File: config.mk
export PLATFORM = sky130hd
export DESIGN_NAME = mem_arbiter
export DESIGN_NICKNAME = d
export VERILOG_FILES = /design/src/rtl/mem_arbiter.sv
export SDC_FILE = /design/constraint.sdc
export NUM_CORES = 1
export LEC_CHECK = 0
export ABC_AREA = 0
export CAP_MARGIN = 5
export CORE_MARGIN = 2
export CORE_UTILIZATION = 37
export DETAILED_ROUTE_END_ITERATION = 16
export GPL_TIMING_DRIVEN = 0
export PLACE_DENSITY = 0.75
export SLEW_MARGIN = 20
export SYNTH_ARGS = -nofsm -noshare
export SYNTH_HDL_FRONTEND = slang
export SYNTH_SLANG_ARGS = --single-unit
File: constraint.sdc
create_clock -name clk -period 1.8 [get_ports clk]
set_clock_uncertainty 0.2 [all_clocks]
set_input_delay 0.36 -clock clk [delete_from_list [all_inputs] [get_ports clk]]
set_output_delay 0.36 -clock clk [all_outputs]
set_load 0.03 [all_outputs]
File: src/rtl/mem_arbiter.sv
// mem_arbiter: alternating-priority arbiter granting CPU port A / DMA port B single 3-cycle accesses to one RAM
module mem_arbiter (
  input  logic       clk,
  input  logic       rst,
  input  logic       a_req,
  input  logic       a_we,
  input  logic [7:0] a_addr,
  input  logic [7:0] a_wdata,
  output logic       a_gnt,
  output logic       a_ack,
  output logic [7:0] a_rdata,
  input  logic       b_req,
  input  logic       b_we,
  input  logic [7:0] b_addr,
  input  logic [7:0] b_wdata,
  output logic       b_gnt,
  output logic       b_ack,
  output logic [7:0] b_rdata,
  output logic [7:0] mem_addr,
  output logic [7:0] mem_wdata,
  output logic       mem_write,
  input  logic [7:0] mem_rdata,
  output logic       busy
);
  typedef enum logic [1:0] {IDLE, ACCESS, RESP} state_t;
  state_t     state_q, state_d;
  logic       lg_q, lg_d;
  logic       we_q, we_d;
  logic [7:0] addr_q, addr_d, wdata_q, wdata_d;
  logic [7:0] a_rdata_q, a_rdata_d, b_rdata_q, b_rdata_d;
  always_comb begin
    state_d   = state_q;
    lg_d      = lg_q;
    we_d      = 1'b0;
    addr_d    = addr_q;
    wdata_d   = wdata_q;
    a_rdata_d = a_rdata_q;
    b_rdata_d = b_rdata_q;
    a_gnt     = 1'b0;
    b_gnt     = 1'b0;
    a_ack     = 1'b0;
    b_ack     = 1'b0;
    case (state_q)
      IDLE: begin
        a_gnt = rst & a_req & (~b_req | lg_q);
        b_gnt = rst & b_req & ~a_gnt;
        if (a_gnt | b_gnt) begin
          state_d = ACCESS;
          lg_d    = b_gnt;
          we_d    = b_gnt ? b_we : a_we;
          addr_d  = b_gnt ? b_addr : a_addr;
          wdata_d = b_gnt ? b_wdata : a_wdata;
        end
      end
      ACCESS: state_d = RESP;
      RESP: begin
        a_ack     = rst & ~lg_q;
        b_ack     = rst & lg_q;
        a_rdata_d = lg_q ? a_rdata_q : mem_rdata;
        b_rdata_d = lg_q ? mem_rdata : b_rdata_q;
        state_d   = IDLE;
      end
      default: state_d = IDLE;
    endcase
  end
  always_ff @(posedge clk) begin
    if (!rst) begin
      state_q   <= IDLE;
      lg_q      <= 1'b1;
      we_q      <= 1'b0;
      addr_q    <= '0;
      wdata_q   <= '0;
      a_rdata_q <= '0;
      b_rdata_q <= '0;
    end else begin
      state_q   <= state_d;
      lg_q      <= lg_d;
      we_q      <= we_d;
      addr_q    <= addr_d;
      wdata_q   <= wdata_d;
      a_rdata_q <= a_rdata_d;
      b_rdata_q <= b_rdata_d;
    end
  end
  assign a_rdata   = a_ack ? mem_rdata : a_rdata_q;
  assign b_rdata   = b_ack ? mem_rdata : b_rdata_q;
  assign mem_addr  = addr_q;
  assign mem_wdata = wdata_q;
  assign mem_write = we_q;
  assign busy      = state_q != IDLE;
endmodule
Yosys cells after proc, flatten, opt, wreduce, memory -nomap -nowiden
Cells that the tools add are included.
{ "totals": {"out_inout_bits": 38, "word_cells": 38, "ff_bits": 36, "input_bits": 46} }
{ "op_classes": {"reduce_logical": 6, "mux": 11, "bitwise_logic": 11, "n_eq_ne": 3} }
{ "ops": {"columns": ["operator", "n"], "rows": [
  ["$mux W8", 4],
  ["$and A1 B1 Y1", 6],
  ["$reduce_and A2 Y1", 3],
  ["$mux W1", 5],
  ["$pmux W2 S2", 1],
  ["$not A1 Y1", 3],
  ["$reduce_and A3 Y1", 1],
  ["$eq A2 B1 Y1 const B", 1],
  ["$eq A2 B2 Y1 const B", 1],
  ["$logic_not A2 Y1", 1],
  ["$mux W2", 1],
  ["$ne A2 B2 Y1 const B", 1],
  ["$or A1 B1 Y1", 2],
  ["$reduce_bool A2 Y1", 1]
]} }

Depth between registers and ports, before layout
Gate-level depths: netlist of run 1.
{ "logic_depth": {"depth_word": 8, "mapped_depth": 5, "mapped_depth_nobuf": 3} }

Worst setup path after synthesis of run 1
Ideal clock, no wire load.
{ "synth_timing": {"kind": "reg2out", "from": "register state_q[1]", "to": "output a_gnt", "path_slack_ps": -337, "required_ps": 1240, "t_arrival_ps": 1577, "n_path_buf": 1, "path_stages_with_launch": 5, "path_cell_list": "dfxtp_1 -> nor2_1 -> buf_2 -> inv_1 -> a2111oi_2"} }
{ "synth_via": {"elab_chain_len": 2} }
{ "synth_rtl": {"columns": ["item", "line_no", "text"], "rows": [
  ["start, declared", "26", "state_t state_q, state_d;"],
  ["start signal, assigned", "76", "state_q <= state_d;"],
  ["$logic_not A2 Y1", "43", "case (state_q)"],
  ["$mux W1", "43", null],
  ["end, declared", "9", "output logic a_gnt,"]
]} }
No other way between the ends.

Final worst setup path of run 1
{ "layout_timing": {"from": "register state_q[0]", "to": "output b_rdata[6]"} }
{ "layout_via": {"elab_chain_len": 3} }
{ "layout_rtl": {"columns": ["item", "line_no", "text"], "rows": [
  ["$eq A2 B2 Y1", "43", null],
  ["$mux W1", "43", null],
  ["$mux W8", "86", "assign b_rdata = b_ack ? mem_rdata : b_rdata_q;"],
  ["end, declared", "18", "output logic [7:0] b_rdata,"]
]} }
No other way between the ends.

==> results of run 1 <==
## metal layers
metal,GRT usage,part of all wire
met5,0,0
met4,0.06944,0.014
met3,0.04552,0.061
met2,0.3470,0.48
met1,0.2634,0.44
## stage by stage
step | TNS, ps | utilization | power [uW] | hold WS [ps]
after floorplan | -47.13 | - | 1236 | 235.1
after global placement | -31010 | 0.5872 | 1499 | 249.7
after detailed placement | -31630 | 0.5872 | 1505 | 246.9
after CTS | -5337 | 0.6348 | 2139 | 271.3
after global routing | -7144 | 0.6499 | 2233 | 283.4
final | -5966 | 0.6499 | 2147 | 267.3
## registers in the layout (all words and copies together) (netlist names)
name and flops:
mem_write 1, b_rdata_q 8, lg_q 1, state_q 2, mem_wdata 8, a_rdata_q 8
mem_addr 8
## worst max path at each step
stage | from | end
6_report | state_q[0]$_SDFFE_PN0P_ | b_rdata[6]
5_1_grt | state_q[0]$_SDFFE_PN0P_ | b_rdata[6]
4_1_cts | state_q[0]$_SDFFE_PN0P_ | a_rdata[6]
3_5_place_dp | rst | a_gnt
3_3_place_gp | rst | a_gnt
2_1_floorplan | state_q[1]$_SDFFE_PN0P_ | a_gnt
## power by group through the flow
| stage | logic [uW] | registers (uW) | clock network [uW] |
|---|---|---|---|
| after floorplan | 279 | 958 | 0 |
| after global placement | 606 | 893 | 0 |
| after detailed placement | 611 | 894 | 0 |
| after CTS | 633 | 872 | 635 |
| after global routing | 691 | 878 | 664 |
| final | 649 | 872 | 626 |
## cell usage in the layout (no fill, tap or decap), types with 2 or more instances in the layout
master	instances
mux2_1	9
o21ai_1	2
a311oi_2	9
a21oi_1	17
clkdlybuf4s50_1	42
and4_1	2
and2_1	2
mux2_4	6
a311oi_1	7
clkbuf_8	7
dfxtp_1	33
o2111ai_1	17
buf_6	30
buf_8	2
buf_2	6
dfxtp_4	2
dlygate4sd2_1	18
buf_4	22
o21ai_0	16
a22o_1	16
inv_2	4
## logic make-up after synthesis
group           Yosys count
compound gates           89
buf+inv                  26
flops                    36
mux                      16
simple gates              9
## critical path: cells and delay by family (launching register included)
family | cells | cell delay (ps)
muxes | 1 | 290
DFF | 1 | 330
buffers and inverters | 4 | 480
and+or+nand+nor | 1 | 180
## timing repair
item	CTS	global route
setup endpoints to repair	57	21
resized for setup	186	9
pin swaps	3	8
cloned	0	0
buffers inserted	13	6
## area by class of cell
type                    instances  area (um^2)
well taps                      67        83.83
flip-flops and latches         36        729.5
inverters                       5        22.52
plain buffers                  20        178.9
multi-input cells             114         1020
clock buffers                   7        96.34
fillers                       398         1675
repair buffers                102        979.7
==> results.sh, run 1 <==
export IMPL_p_sw_frac=0.3064
export IMPL_yosys_area_top_type="dfxtp_1"
export IMPL_root_buffer="clkbuf_8"
export IMPL_via_count=1925
export IMPL_synth_top_family_by_area="compound AO/OA/AOI/OAI gates"
export IMPL_slew_viol_final=0
export IMPL_crit_slowest_cell="dfxtp_2"
export IMPL_synth_cell_types=27
export IMPL_clock_sinks=36
export IMPL_final_cell_area_mm2=0.003110
export IMPL_post_place_ws_ps=-1184
export IMPL_relSlewSlack=0.6495
export IMPL_synth_compound_area_share=0.3924
export IMPL_grt_pass1_vias=1901
export IMPL_grtUsageTotal=0.2069
export IMPL_start_kind="flop"
export IMPL_rsz0062_at_grt="yes"
export IMPL_synth_simple_area_share=0.02884
export IMPL_final_min_clock_period_ps=2128
export IMPL_antenna_left=0
export IMPL_path_cells="inv_2 -> and4_1 -> buf_6 -> buf_8 -> mux2_4 -> buf_6"
export IMPL_cts_buffer_depth=2
export IMPL_grt_pass1_wl_mm=8.921
export IMPL_synth_cells=176
export IMPL_yosys_area_share_xor_xnor=0
export IMPL_syn_area_mm2=0.001866
export IMPL_worstReg2RegEnd="a_rdata_q[5]$_SDFFE_PN0P_"
export IMPL_dr_first_iter_drc_count=73
export IMPL_antenna_cells=0
export IMPL_fmax_mhz=469.9
export IMPL_synth_edff_count=0
export IMPL_worst_pin_slew_ps=524.1
export IMPL_post_route_cells_drive_above_1_share=0.3451
export IMPL_syn_num_nets=222
export IMPL_required_ps=1240
export IMPL_antenna_found_initial=0
export IMPL_hpwlAfterDp_mm=3.893
export IMPL_ys_warn_count=0
export IMPL_clock_latency_ps=290
export IMPL_stdcell_count=351
export IMPL_cp_slowest_stage_delay_ps=330
export IMPL_start_util=0.3898
export IMPL_rrSetupSlack_ps=-100
export IMPL_synth_top_cells_by_count="36 x dfxtp_1, 17 x a21oi_1, 17 x o2111ai_1"
export IMPL_rr_worst_depth=10
export IMPL_cts_made_buffers=5
export IMPL_ys_seq_area_frac=0.3863
export IMPL_area_growth_pct=66.73
export IMPL_ys_seq_elements=36
export IMPL_critPathCaptureType="output port"
export IMPL_leakage_uw=0.001267
export IMPL_overflow=0
export IMPL_power_density_mw_per_mm2=690.3
export IMPL_setup_viol=27
export IMPL_crit_path_frequent_cell="buf_6"
export IMPL_postPlaceCellArea_mm2=0.002810
export IMPL_layout_worst_path_cycle_share=1.182
export IMPL_hold_buffers=0
export IMPL_yosys_area_top_type_share=0.3863
export IMPL_portBuffers=83
export IMPL_min_to="b_rdata_q[4]$_SDFFE_PN0P_"
export IMPL_worstPathArrival_ps=1570
export IMPL_synthAdderAreaFrac=0
export IMPL_drc=0
export IMPL_ir_drop_mv=0.4400
export IMPL_fp_dieW_um=75.01
export IMPL_violations="negative setup slack"
export IMPL_fin_ws_ps=-328.0
export IMPL_grt_max_degree=19
export IMPL_fp_dieH_um=75.01
export IMPL_synth_area_leaders="dfxtp_1 39%, mux2_1 8.5%, o2111ai_1 8.0%"
export IMPL_p_switching_uw=657.9
export IMPL_dp_cells=326
export IMPL_hp_class="reg2reg"
export IMPL_min_from="b_rdata_q[4]$_SDFFE_PN0P_"
export IMPL_seq_power_share=0.406
export IMPL_synth_most_common_cell="dfxtp_1"
export IMPL_crit_type="reg2out"
export IMPL_finalHoldViolCount=0
export IMPL_synthArstFlopShare=0
export IMPL_wl_mm=5.776
export IMPL_dieArea_mm2=0.005626
export IMPL_detail_route_vias_per_cell=5.484
export IMPL_synth_area_per_cell_um2=10.60
export IMPL_r2r_start="state_q[0]$_SDFFE_PN0P_"
export IMPL_combPwrFrac=0.302
export IMPL_holdPathStages=1
export IMPL_core_region_area_mm2=0.004786
export IMPL_cts_htree_levels=2
export IMPL_p_int_uw=1489
export IMPL_outcome="finished with violations"
export IMPL_avgRoutedWirePerCell_um=16.46
export IMPL_io_pins=84
export IMPL_finalNetCount=330
export IMPL_rows=25
export IMPL_drtPass1Iterations=4
export IMPL_p_clk_frac=0.292
export IMPL_synth_flop_cell="dfxtp_1"
export IMPL_critPathMaxFanout=8
export IMPL_muxShareOfSynthArea=0.1006
export IMPL_cts_tree="done"
export IMPL_gp_congestion=0.8001
export IMPL_clkTransAtPathRegs_ps=70
export IMPL_maxCapViolCount=0
(Power assumes the default switching activity.)
==> run 2: changes to the inputs <==
--- a/config.mk
+++ b/config.mk
@@ -9,6 +9,7 @@
 export CAP_MARGIN = 5
 export CORE_MARGIN = 2
 export CORE_UTILIZATION = 37
+export CTS_CLUSTER_DIAMETER = 50
 export DETAILED_ROUTE_END_ITERATION = 16
 export GPL_TIMING_DRIVEN = 0
 export PLACE_DENSITY = 0.75
==> results of run 2 <==
Same layout as run 1: the final DEF is identical, and so are final timing and power.
==> run 3: changes to the inputs <==
--- a/config.mk
+++ b/config.mk
@@ -9,6 +9,7 @@
 export CAP_MARGIN = 5
 export CORE_MARGIN = 2
 export CORE_UTILIZATION = 37
+export CTS_BUF_LIST = sky130_fd_sc_hd__clkbuf_8 sky130_fd_sc_hd__clkbuf_16
 export CTS_CLUSTER_DIAMETER = 50
 export DETAILED_ROUTE_END_ITERATION = 16
 export GPL_TIMING_DRIVEN = 0
@@ -17,3 +18,4 @@
 export SYNTH_ARGS = -nofsm -noshare
 export SYNTH_HDL_FRONTEND = slang
 export SYNTH_SLANG_ARGS = --single-unit
+export TNS_END_PERCENT = 30
==> results.sh, run 3 (synthesis results as in run 1) <==
export IMPL_outcome="finished with violations"
export IMPL_violations="negative setup slack"
export IMPL_path_cells="inv_2 -> and4_1 -> buf_6 -> buf_8 -> mux2_4 -> buf_6"
export IMPL_tns_ps=-5391
export IMPL_drtPass1Iterations=4
export IMPL_relSlewSlack=0.6782
export IMPL_power_density_mw_per_mm2=685.9
export IMPL_grtUsageTotal=0.1997
export IMPL_cp_slowest_stage_delay_ps=340
export IMPL_start_kind="flop"
export IMPL_holdPathStages=1
export IMPL_rows=25
export IMPL_cp_num_buf_inv=4
export IMPL_rr_worst_depth=7
export IMPL_grt_pass1_wl_mm=8.576
export IMPL_layout_commonest_cell="clkdlybuf4s50_1"
export IMPL_rsz0062_at_grt="yes"
export IMPL_ir_drop_mv=0.3390
export IMPL_portBuffers=83
export IMPL_postPlaceCellArea_mm2=0.002804
export IMPL_post_route_cells_drive_above_1_share=0.3200
export IMPL_antenna_left=0
export IMPL_p_int_uw=1432
export IMPL_critPathTopFamily="buffers and inverters"
export IMPL_cp_depth=6
export IMPL_io_pins=84
export IMPL_critPathCaptureType="output port"
export IMPL_gp_congestion=0.7490
export IMPL_slew_viol_final=0
export IMPL_power_uw=2079
export IMPL_overflow=0
export IMPL_fp_dieW_um=75.01
export IMPL_avgRoutedWirePerCell_um=16.18
export IMPL_clock_sinks=36
export IMPL_dp_cells=326
export IMPL_critPathMaxFanout=8
export IMPL_crit_type="reg2out"
export IMPL_seq_power_share=0.419
export IMPL_stdcell_count=342
export IMPL_finalHoldViolCount=0
export IMPL_fin_ws_ps=-339.7
export IMPL_p_sw_frac=0.3111
export IMPL_hold_buffers=0
export IMPL_required_ps=1240
export IMPL_hp_class="reg2reg"
export IMPL_grt_max_degree=19
export IMPL_core_region_area_mm2=0.004786
export IMPL_antenna_cells=0
export IMPL_via_count=1847
export IMPL_finalNetCount=320
export IMPL_worstPathArrival_ps=1580
export IMPL_p_clk_frac=0.282
export IMPL_fp_dieH_um=75.01
export IMPL_cts_tree="done"
export IMPL_combPwrFrac=0.298
export IMPL_grt_pass1_vias=1844
export IMPL_final_cell_mix="43 x clkdlybuf4s50_1, 33 x dfxtp_1, 24 x buf_6"
export IMPL_cts_made_buffers=5
export IMPL_dr_first_iter_drc_count=48
export IMPL_root_buffer="clkbuf_8"
export IMPL_antenna_found_initial=0
export IMPL_final_cell_area_mm2=0.003030
export IMPL_hpwlAfterDp_mm=3.741
export IMPL_maxCapViolCount=0
export IMPL_clkTransAtPathRegs_ps=70
export IMPL_area_growth_pct=62.44
export IMPL_setup_viol=21
export IMPL_leakage_uw=0.001225
export IMPL_final_min_clock_period_ps=2140
export IMPL_cts_buffer_depth=2
export IMPL_cts_htree_levels=2
export IMPL_start_util=0.3898
export IMPL_crit_path_frequent_cell="buf_6"
export IMPL_p_switching_uw=646.7
export IMPL_drc=0
export IMPL_fmax_mhz=467.4
export IMPL_crit_slowest_cell="dfxtp_2"
export IMPL_clock_latency_ps=290
export IMPL_worst_pin_slew_ps=481.2
export IMPL_detail_route_vias_per_cell=5.401
export IMPL_wl_mm=5.532
export IMPL_layout_worst_path_cycle_share=1.189
export IMPL_dieArea_mm2=0.005626
[run 3: cell count changes in the layout (fill, tap and decap cells not counted), sizes merged]
cell,before,now
buf,60,47
clkdlybuf4s15,1,2
clkdlybuf4s50,42,43
clkinvlp,1,0
inv,4,7
[run 3: metal layers]
metal  track usage  part of all wire
met4       0.05357            0.0089
met5             0                 0
met3       0.07497             0.085
met1        0.2330              0.42
met2        0.3441              0.49
[run 3: per-stage QoR]
| step | hold slack, ps | utilization | setup WS [ps] |
|---|---|---|---|
| after detailed placement | 252.7 | 0.5859 | -1143 |
| after global routing | 290.9 | 0.6332 | -380.6 |
| after CTS | 271.3 | 0.6251 | -341.1 |
| after floorplan | 235.1 | - | -76.22 |
| after global placement | 249.2 | 0.5859 | -1134 |
| final | 273.6 | 0.6332 | -339.7 |
[run 3: final cells by class]
type / count / area (um^2)
Buffer: 20 / 176.4
Clock buffer: 6 / 82.58
Clock inverter: 2 / 7.507
Fill cell: 426 / 1755
Inverter: 5 / 21.27
Multi-Input combinational cell: 114 / 1026
Sequential cell: 36 / 729.5
Tap cell: 67 / 83.83
Timing Repair Buffer: 92 / 903.4
[run 3: path summary, 6_finish.rpt]
path | from | slack, ps | to
max | state_q[0]$_SDFFE_PN0P_ | -340 | b_rdata[6]
min reg2reg | a_rdata_q[1]$_SDFFE_PN0P_ | 270 | a_rdata_q[1]$_SDFFE_PN0P_
max reg2reg | state_q[0]$_SDFFE_PN0P_ | 150 | a_rdata_q[3]$_SDFFE_PN0P_
min | a_rdata_q[1]$_SDFFE_PN0P_ | 270 | a_rdata_q[1]$_SDFFE_PN0P_
[run 3: what timing repair did]
action / 4_1_cts / 5_1_grt
pin swaps: 1 / 0
buffers inserted: 7 / 2
resized for setup: 176 / 12
setup endpoints to repair: 57 / 28
[run 3: power by group through the flow]
| stage | clock network, uW | registers [uW] | logic (uW) |
|---|---|---|---|
| CTS | 596 | 870 | 614 |
| global placement | 0 | 892 | 604 |
| global route | 625 | 877 | 663 |
| floorplan | 0 | 957 | 278 |
| finish | 587 | 872 | 620 |
| detailed placement | 0 | 892 | 609 |
[run 3: worst reg2reg max path, cell delays in order, from the launching register on]
cell and delay (ps):
dfxtp_2 350, inv_2 40, and4_1 170, buf_6 140, buf_8 130, buf_4 130
buf_4 140, a22o_1 230
